===== config.mk =====
export PLATFORM = sky130hd
export DESIGN_NAME = period_capture
export DESIGN_NICKNAME = d
export VERILOG_FILES = /design/src/rtl/period_capture.sv
export SDC_FILE = /design/constraint.sdc
export NUM_CORES = 1
export LEC_CHECK = 0
export ABC_AREA = 1
export BUFFER_PORTS_ARGS = -buffer_cell sky130_fd_sc_hd__buf_2
export CORE_AREA = 2 2 72 74
export DETAILED_ROUTE_END_ITERATION = 12
export DIE_AREA = 0 0 74 76
export PLACE_DENSITY = 0.73
export SETUP_SLACK_MARGIN = 0.4
export SYNTH_ARGS = -nofsm -noshare
export SYNTH_HDL_FRONTEND = slang
export SYNTH_SLANG_ARGS = --single-unit

===== constraint.sdc =====
create_clock -name clk -period 1.5 [get_ports clk]
set_clock_uncertainty 0.15 [all_clocks]
set_input_delay 0.075 -clock clk [delete_from_list [all_inputs] [get_ports clk]]
set_output_delay 0.075 -clock clk [all_outputs]
set_load 0.01 [all_outputs]

===== src/rtl/period_capture.sv =====
// Measures cycles between rising edges of the counter's zero flag and queues each period in a show-ahead FIFO.
// Define PERIOD_CAPTURE_MINMAX_EN to track min/max over all captured periods; otherwise those ports are tied to 0.
module period_capture #(
  parameter int unsigned DEPTH = 4,
  parameter int unsigned WIDTH = 8
) (
  input  logic                     clk,
  input  logic                     rst,
  input  logic                     zero,
  input  logic                     rd_en,
  output logic [WIDTH-1:0]         rd_data,
  output logic                     valid,
  output logic                     full,
  output logic [$clog2(DEPTH):0]   level,
  output logic                     overflow,
  output logic [WIDTH-1:0]         min_period,
  output logic [WIDTH-1:0]         max_period
);

  localparam int unsigned AW = $clog2(DEPTH);
  localparam int unsigned LW = AW + 1;

  typedef enum logic {IDLE, MEASURE} state_t;

  state_t            state, state_nxt;
  logic              zero_q;
  logic              rise;
  logic [WIDTH-1:0]  timer, timer_nxt;
  logic              push, pop, accept;
  logic [WIDTH-1:0]  mem [DEPTH];
  logic [AW-1:0]     wr_ptr, rd_ptr;

  assign rise = zero & ~zero_q;

  always_comb begin
    state_nxt = state;
    timer_nxt = timer;
    push      = 1'b0;
    case (state)
      IDLE: begin
        timer_nxt = '0;
        if (rise) begin
          state_nxt = MEASURE;
          timer_nxt = WIDTH'(1);
        end
      end
      MEASURE: begin
        if (rise) begin
          push      = 1'b1;
          timer_nxt = WIDTH'(1);
        end else if (timer != '1) begin
          timer_nxt = timer + WIDTH'(1);
        end
      end
      default: state_nxt = IDLE;
    endcase
  end

  // A push into a full FIFO is only accepted when a pop frees the head slot in the same cycle.
  assign pop    = rd_en & (level != '0);
  assign accept = push & ((level != LW'(DEPTH)) | pop);

  always_ff @(posedge clk) begin
    if (rst) begin
      state    <= IDLE;
      timer    <= '0;
      zero_q   <= 1'b0;
      wr_ptr   <= '0;
      rd_ptr   <= '0;
      level    <= '0;
      overflow <= 1'b0;
    end else begin
      state  <= state_nxt;
      timer  <= timer_nxt;
      zero_q <= zero;
      if (accept) wr_ptr <= wr_ptr + AW'(1);
      if (pop)    rd_ptr <= rd_ptr + AW'(1);
      case ({accept, pop})
        2'b10:   level <= level + LW'(1);
        2'b01:   level <= level - LW'(1);
        default: level <= level;
      endcase
      if (push & ~accept) overflow <= 1'b1;
    end
  end

  always_ff @(posedge clk) begin
    if (!rst && accept) mem[wr_ptr] <= timer;
  end

  assign valid   = (level != '0);
  assign full    = (level == LW'(DEPTH));
  assign rd_data = valid ? mem[rd_ptr] : '0;

`ifdef PERIOD_CAPTURE_MINMAX_EN
  logic seen;

  // Dropped pushes still count toward the extremes.
  always_ff @(posedge clk) begin
    if (rst) begin
      seen       <= 1'b0;
      min_period <= '0;
      max_period <= '0;
    end else if (push) begin
      seen <= 1'b1;
      if (!seen || timer < min_period) min_period <= timer;
      if (!seen || timer > max_period) max_period <= timer;
    end
  end
`else
  assign min_period = '0;
  assign max_period = '0;
`endif

endmodule


Word level (Yosys, flattened, before mapping)

Memory sizes are Yosys's and may differ from the RTL's. A register that Yosys moved wholly into a read port is not among the register bits.
Cells that the tools add are included.

Add/subtract/negate cells: 5
Multipliers: 0
Divide/modulo/power cells: 0
Magnitude comparators: 0
Equal/unequal tests: 6
Shift-type cells: 0
Mux-type cells: 13
Bitwise operators: 8
Reductions and logical operators: 4

Operators by type and width:

| operator              | count |
|---|---|
| $mux W8               | 3 |
| $pmux W8 S2           | 1 |
| $add A8 B1 Y8 const B | 1 |
| $ne A8 B8 Y1 const B  | 1 |
| $mux W1               | 6 |
| $pmux W3 S2           | 1 |
| $add A2 B1 Y2 const B | 2 |
| $and A1 B1 Y1         | 4 |
| $mux W2               | 2 |
| $add A3 B1 Y3 const B | 1 |
| $eq A3 B3 Y1 const B  | 1 |
| $ne A3 B1 Y1 const B  | 1 |
| $ne A3 B3 Y1 const B  | 1 |
| $not A1 Y1            | 3 |
| $reduce_bool A3 Y1    | 1 |
| $sub A3 B1 Y3 const B | 1 |
| $eq A2 B1 Y1 const B  | 1 |
| $eq A2 B2 Y1 const B  | 1 |
| $reduce_bool A2 Y1    | 1 |
| $logic_and A1 B1 Y1   | 1 |
| $logic_not A1 Y1      | 1 |
| $or A1 B1 Y1          | 1 |

Register bits after elaboration: 18
Bits in latches: 0
RAM bits: 32
Memory bits (read-only): 0
Word-level logic and storage cells: 44
Memories: 1

Memory list:

| memory | depth | width | read ports | clocked after Yosys merged registers in | wr ports | RTL line | text |
|---|---|---|---|---|---|---|---|
| mem    | 4     | 8     | 1          | 1                                       | 1        | 30       | `logic [WIDTH-1:0] mem [DEPTH];` |

Depth between registers and ports, before layout

Depth after elaboration: 8
Depth in mapped cells: 11
Mapped depth without buffers: 11

Least setup slack after synthesis

OpenSTA, ideal clock, no wires.

Path kind: flip-flop to flip-flop
From: reg level[2]
To: reg level[2]
Arrival time: 1.498 ns
Data required time: 1.235 ns
Path slack: -0.263 ns
Stages on the path, launching flop included: 11
Period minus slack after synthesis: 1.763 ns
Cells stage by stage: dfxtp_1 -> inv_1 -> nand2_4 -> nand2_4 -> inv_4 -> nand2_4 -> fa_1 -> inv_1 -> nand4_1 -> a21oi_1 -> nor2_1

Word-level cells in the longest chain between the ends: 6
Elaborated cells between the ends (all ways): 11
Classes of those cells: add/sub: 2; eq/ne: 3; mux: 1; bitwise: 3; reduce/logical: 2

Ends and longest elaborated chain:

| what                                              | RTL line | text |
|---|---|---|
| start: declaration                                | 14       | `output logic [$clog2(DEPTH):0] level,` |
| start signal: assignment                          | 79       | `2'b10: level <= level + LW'(1);` |
| start signal: assignment                          | 80       | `2'b01: level <= level - LW'(1);` |
| start signal: assignment                          | 81       | `default: level <= level;` |
| $reduce_bool A3 Y1 (*)                            | -        |  |
| net valid                                         | 12       | `output logic valid,` |
| $and A1 B1 Y1 (*)                                 | 60       | `assign pop = rd_en & (level != '0);` |
| $or A1 B1 Y1                                      | 61       | `assign accept = push & ((level != LW'(DEPTH)) \| pop);` |
| $and A1 B1 Y1                                     | 61       |  |
| $eq A2 B1 Y1 or $eq A2 B2 Y1 (tied branches)      | 78       | `case ({accept, pop})` |
| $pmux W3 S2 or $reduce_bool A2 Y1 (tied branches) | -        |  |

Mark *: on every way through the listed nets, which the timed path passes. The rest lies on a longest branch.
A chain may end at the register's enable or synchronous reset.

Final worst setup path

From: reg level[2]
To: reg level[2]

Word-level cells in the longest chain between the ends: 6
Elaborated cells between the ends (all ways): 11
Classes of those cells: add/sub: 2; eq/ne: 3; mux: 1; bitwise: 3; reduce/logical: 2

Ends and longest elaborated chain:

| what                                              | RTL line |
|---|---|
| $reduce_bool A3 Y1                                | 60 |
| $and A1 B1 Y1                                     | 60 |
| $or A1 B1 Y1                                      | 61 |
| $and A1 B1 Y1                                     | 61 |
| $eq A2 B1 Y1 or $eq A2 B2 Y1 (tied branches)      | 78 |
| $pmux W3 S2 or $reduce_bool A2 Y1 (tied branches) | - |

Several ways; a longest one is shown, not always the timed one.

==> insert_results.sql <==
INSERT INTO impl_metrics (metric_group, metric, value, unit) VALUES
('place', 'port-buffer-count', '17', ''),
('die', 'boundaryPins', '34', ''),
('setup_path', 'timing.critical_path.arrival', '1.73', 'ns'),
('die', 'rows', '26', ''),
('detailed_routing', 'avgRoutedWirePerCell', '16.1', 'µm'),
('setup_path', 'worstSetupPathType', 'reg -> reg', ''),
('detailed_routing', 'detail_route.drc_violations', '0', ''),
('synth', 'synth_area_leader_cell', 'edfxtp_1', ''),
('final_layout', 'postLayoutCoreUtil', '72.1', '%'),
('synth', 'synth_async_reset_ratio', '0', '%'),
('pwr', 'p_switching', '1720', 'µW'),
('synth', 'yosys.cell_types.count', '29', ''),
('sta', 'min_period', '1.66', 'ns'),
('sta', 'maxSlewViolCount', '0', ''),
('sta', 'grt_setup_unrepaired', 'true', ''),
('global_route', 'overflow', '0', ''),
('sta', 'period_share', '111', '%'),
('global_route', 'initial_antenna_violation_count', '0', ''),
('pwr', 'clock_power_share', '22.2', '%'),
('place', 'gpl.final_weighted_congestion', '0.771', ''),
('detailed_routing', 'drt_iter0_drc', '156', ''),
('place', 'placedCellCount', '350', ''),
('status', 'outcome', 'finished with violations', ''),
('detailed_routing', 'drtAntennaViolNets', '0', ''),
('sta', 'finalHoldViolations', '0', ''),
('sta', 'maxClockFrequency', '602', 'MHz'),
('synth', 'ys_warn_count', '0', ''),
('synth', 'synthesis.area_per_instance', '9.77', 'µm²'),
('synth', 'main_area_contributors_after_synthesis', 'edfxtp_1 40%, dfxtp_1 17%, nor2_1 7.2%', ''),
('cts', 'clockRootBuffer', 'clkbuf_8', ''),
('sta', 'fin_ws', '-0.161', 'ns'),
('synth', 'synth_edf_count', '32', ''),
('final_layout', 'ratio_of_cells_with_drive_above_1_in_the_final_layout', '49.5', '%'),
('synth', 'synthCells', '245', ''),
('final_layout', 'fillerInstances', '322', ''),
('detailed_routing', 'vias', '1978', ''),
('worst_hold_path', 'hold_class', 'in -> reg', ''),
('die', 'dieWidth', '74', 'µm'),
('place', 'detailed_place_hpwl', '3250', 'µm'),
('global_route', 'grt_first_pass_wirelength', '9750', 'µm'),
('final_layout', 'areaGrowthSynthToFinish', '48.0', '%'),
('place', 'post_dp_cell_area', '0.00281', 'mm²'),
('synth', 'yosysTopAreaCellShare', '40.1', '%'),
('synth', 'primary_flip_flop_cell_chosen_by_synthesis_mapping', 'edfxtp_1', ''),
('global_route', 'grt_start_max_net_pins', '17', ''),
('setup_path', 'cp_launch_type', 'flip-flop', ''),
('synth', 'synth.yosys.seq_area_share', '56.9', '%'),
('final_layout', 'layout.cell_area.non_filler', '0.00354', 'mm²'),
('flow_run', 'max-cap-violations', '0', ''),
('die', 'fp.dieArea', '0.00562', 'mm²'),
('final_layout', 'design.final.nets', '324', ''),
('sta', 'totalNegativeSetupSlack', '-2.58', 'ns'),
('cts', 'skew_pair_late_insertion_delay', '0.31', 'ns'),
('pwr', 'leakage_power', '0.00140', 'µW'),
('cts', 'clk_pin_slew', '0.10', 'ns'),
('die', 'floorplan.core_area', '0.00491', 'mm²'),
('synth', 'yosys_register_bits', '52', ''),
('die', 'chipHeight', '76', 'µm'),
('detailed_routing', 'finalWirelength', '6180', 'µm'),
('setup_path', 'crit_path_end_kind', 'flip-flop', ''),
('setup_path', 'worst-endpoint-required', '1.57', 'ns'),
('pwr', 'combPwrFrac', '44.8', '%'),
('final_layout', 'post_layout_nonfiller_instances', '385', ''),
('cts', 'cts.sink_count', '52', ''),
('global_route', 'groute.usage.overall', '23.0', '%'),
('pwr', 'switching_share', '33.7', '%'),
('cts', 'cts_max_path_buffers', '2', ''),
('die', 'effective_utilization_at_floorplan', '48.7', '%'),
('global_route', 'grt_pass1_vias', '2045', ''),
('pwr', 'power_density', '1440', 'mW/mm²'),
('cts', 'htree_num_levels', '2', ''),
('pwr', 'p_int', '3380', 'µW'),
('sta', 'setup-violations-final', '42', ''),
('status', 'violations', 'setup timing', ''),
('cts', 'numCtsBuffers', '5', ''),
('final_layout', 'num_antenna_cells', '0', ''),
('setup_path', 'top_fanout_value_on_the_critical_path', '2', ''),
('cts', 'tritoncts', 'built', ''),
('detailed_routing', 'viasPerCell', '5.14', ''),
('pwr', 'ir_drop', '795', 'µV'),
('detailed_routing', 'detailedRoute.firstPassIterationCount', '4', ''),
('pwr', 'share_seq_of_total_power', '33.0', '%'),
('synth', 'synthesis.area', '0.00239', 'mm²'),
('pwr', 'total_power', '5100', 'µW');
[path summary, 6_finish.rpt]
check            from  depth (start not counted)       end  slack (ns)
max          level[2]                         10  level[2]       -0.16
min             rd_en                          4  level[2]        0.06
max reg2reg  level[2]                         10  level[2]       -0.16
min reg2reg  overflow                          2  overflow        0.34
[logic make-up (layout without fill, tap and decap cells)]
family          count (synthesis)  count (layout)  share of synthesized area, %
compound gates                 49              49                          10.7
fa+ha+maj                       6               6                          3.45
xor+xnor                        1               1                         0.366
other cells                     1              16                         0.157
buf+inv                        46             101                          10.2
flops                          52              52                          56.9
simple gates                   90              90                          18.3
[placed cells by master (no fill, tap or decap), types with 6 or more instances in the layout]
cell type,netlist,layout
buf_6,0,35
conb_1,1,16
a21oi_2,1,11
nor2_1,46,37
a21oi_1,20,6
o21ai_1,9,12
inv_4,1,6
dfxtp_1,20,8
buf_2,3,9
inv_1,20,14
nand2_1,18,12
buf_4,17,16
o21ai_2,0,8
dfxtp_4,0,10
nand2_4,3,9
edfxtp_1,32,32
nor2_4,2,9
[worst max-delay path, cell delays in order, from the launching register on]
cell and delay, ns:
dfxtp_4 0.38, inv_4 0.05, nand2_4 0.07, nand2_4 0.06
inv_4 0.06, nand2_4 0.04, fa_2 0.34, inv_2 0.06
nand4_1 0.13, a21oi_2 0.16, nor2_1 0.05
[sequential cells by signal, summed over array words and instances, names as in the netlist, named ones only]
register and count:
mem 32, timer 8, level 3, rd_ptr 2, wr_ptr 2, overflow 1
state 1, zero_q 1
[routing by layer]
metal / track usage, % / up-vias / wire (µm)
met2: 39.8 / 82 / 3290
met5: 0 / - / 0
met4: 10.4 / 0 / 253
met3: 4.37 / 24 / 308
met1: 26.9 / 937 / 2330
li1: - / 935 / -
[power by group through the flow]
stage                     clock [µW]  sequential (µW)  combinational [µW]
after detailed placement           0             1700                1440
after CTS                       1120             1670                1900
final                           1130             1680                2280
after global routing            1210             1690                2430
after floorplan                    0             1710                 888
after global placement             0             1700                1420
[per-stage QoR]
| step | setup slack, ns | hold WS, ns |
|---|---|---|
| 6_report | -0.161 | 0.0583 |
| 5_1_grt | -0.226 | 0.0748 |
| 2_1_floorplan | -0.121 | -0.0156 |
| 3_3_place_gp | -0.0404 | 0.192 |
| 3_5_place_dp | -0.0697 | 0.197 |
| 4_1_cts | -0.0880 | 0.0556 |
[what timing repair did]
| action | in CTS | in global routing |
|---|---|---|
| setup buffers | 17 | 7 |
| gates resized for setup | 60 | 44 |
| gates cloned | 1 | 0 |
| setup endpoints to repair | 62 | 67 |
| hold buffers | 2 | 0 |
| pin swaps | 16 | 21 |
| endpoints found under the hold margin | 7 | 0 |
[Yosys cell counts, drive strengths merged, types with 3 or more instances]
master,instances
nor2,49
edfxtp,32
nand2,26
inv,25
o21ai,24
a21oi,21
buf,20
dfxtp,20
nand3,10
ha,5
nand4,4
a31oi,3
[final cells by class]
| class | instances | area [µm²] | area share, % |
|---|---|---|---|
| Clock buffer | 6 | 72.6 | 2.05 |
| Clock inverter | 2 | 60.1 | 1.70 |
| Inverter | 26 | 114 | 3.21 |
| Multi-Input combinational cell | 162 | 1130 | 31.8 |
| Sequential cell | 52 | 1400 | 39.6 |
| Tap cell | 70 | 87.6 | 2.47 |
| Timing Repair Buffer | 67 | 679 | 19.2 |
Power figures use the tool's default switching activity.
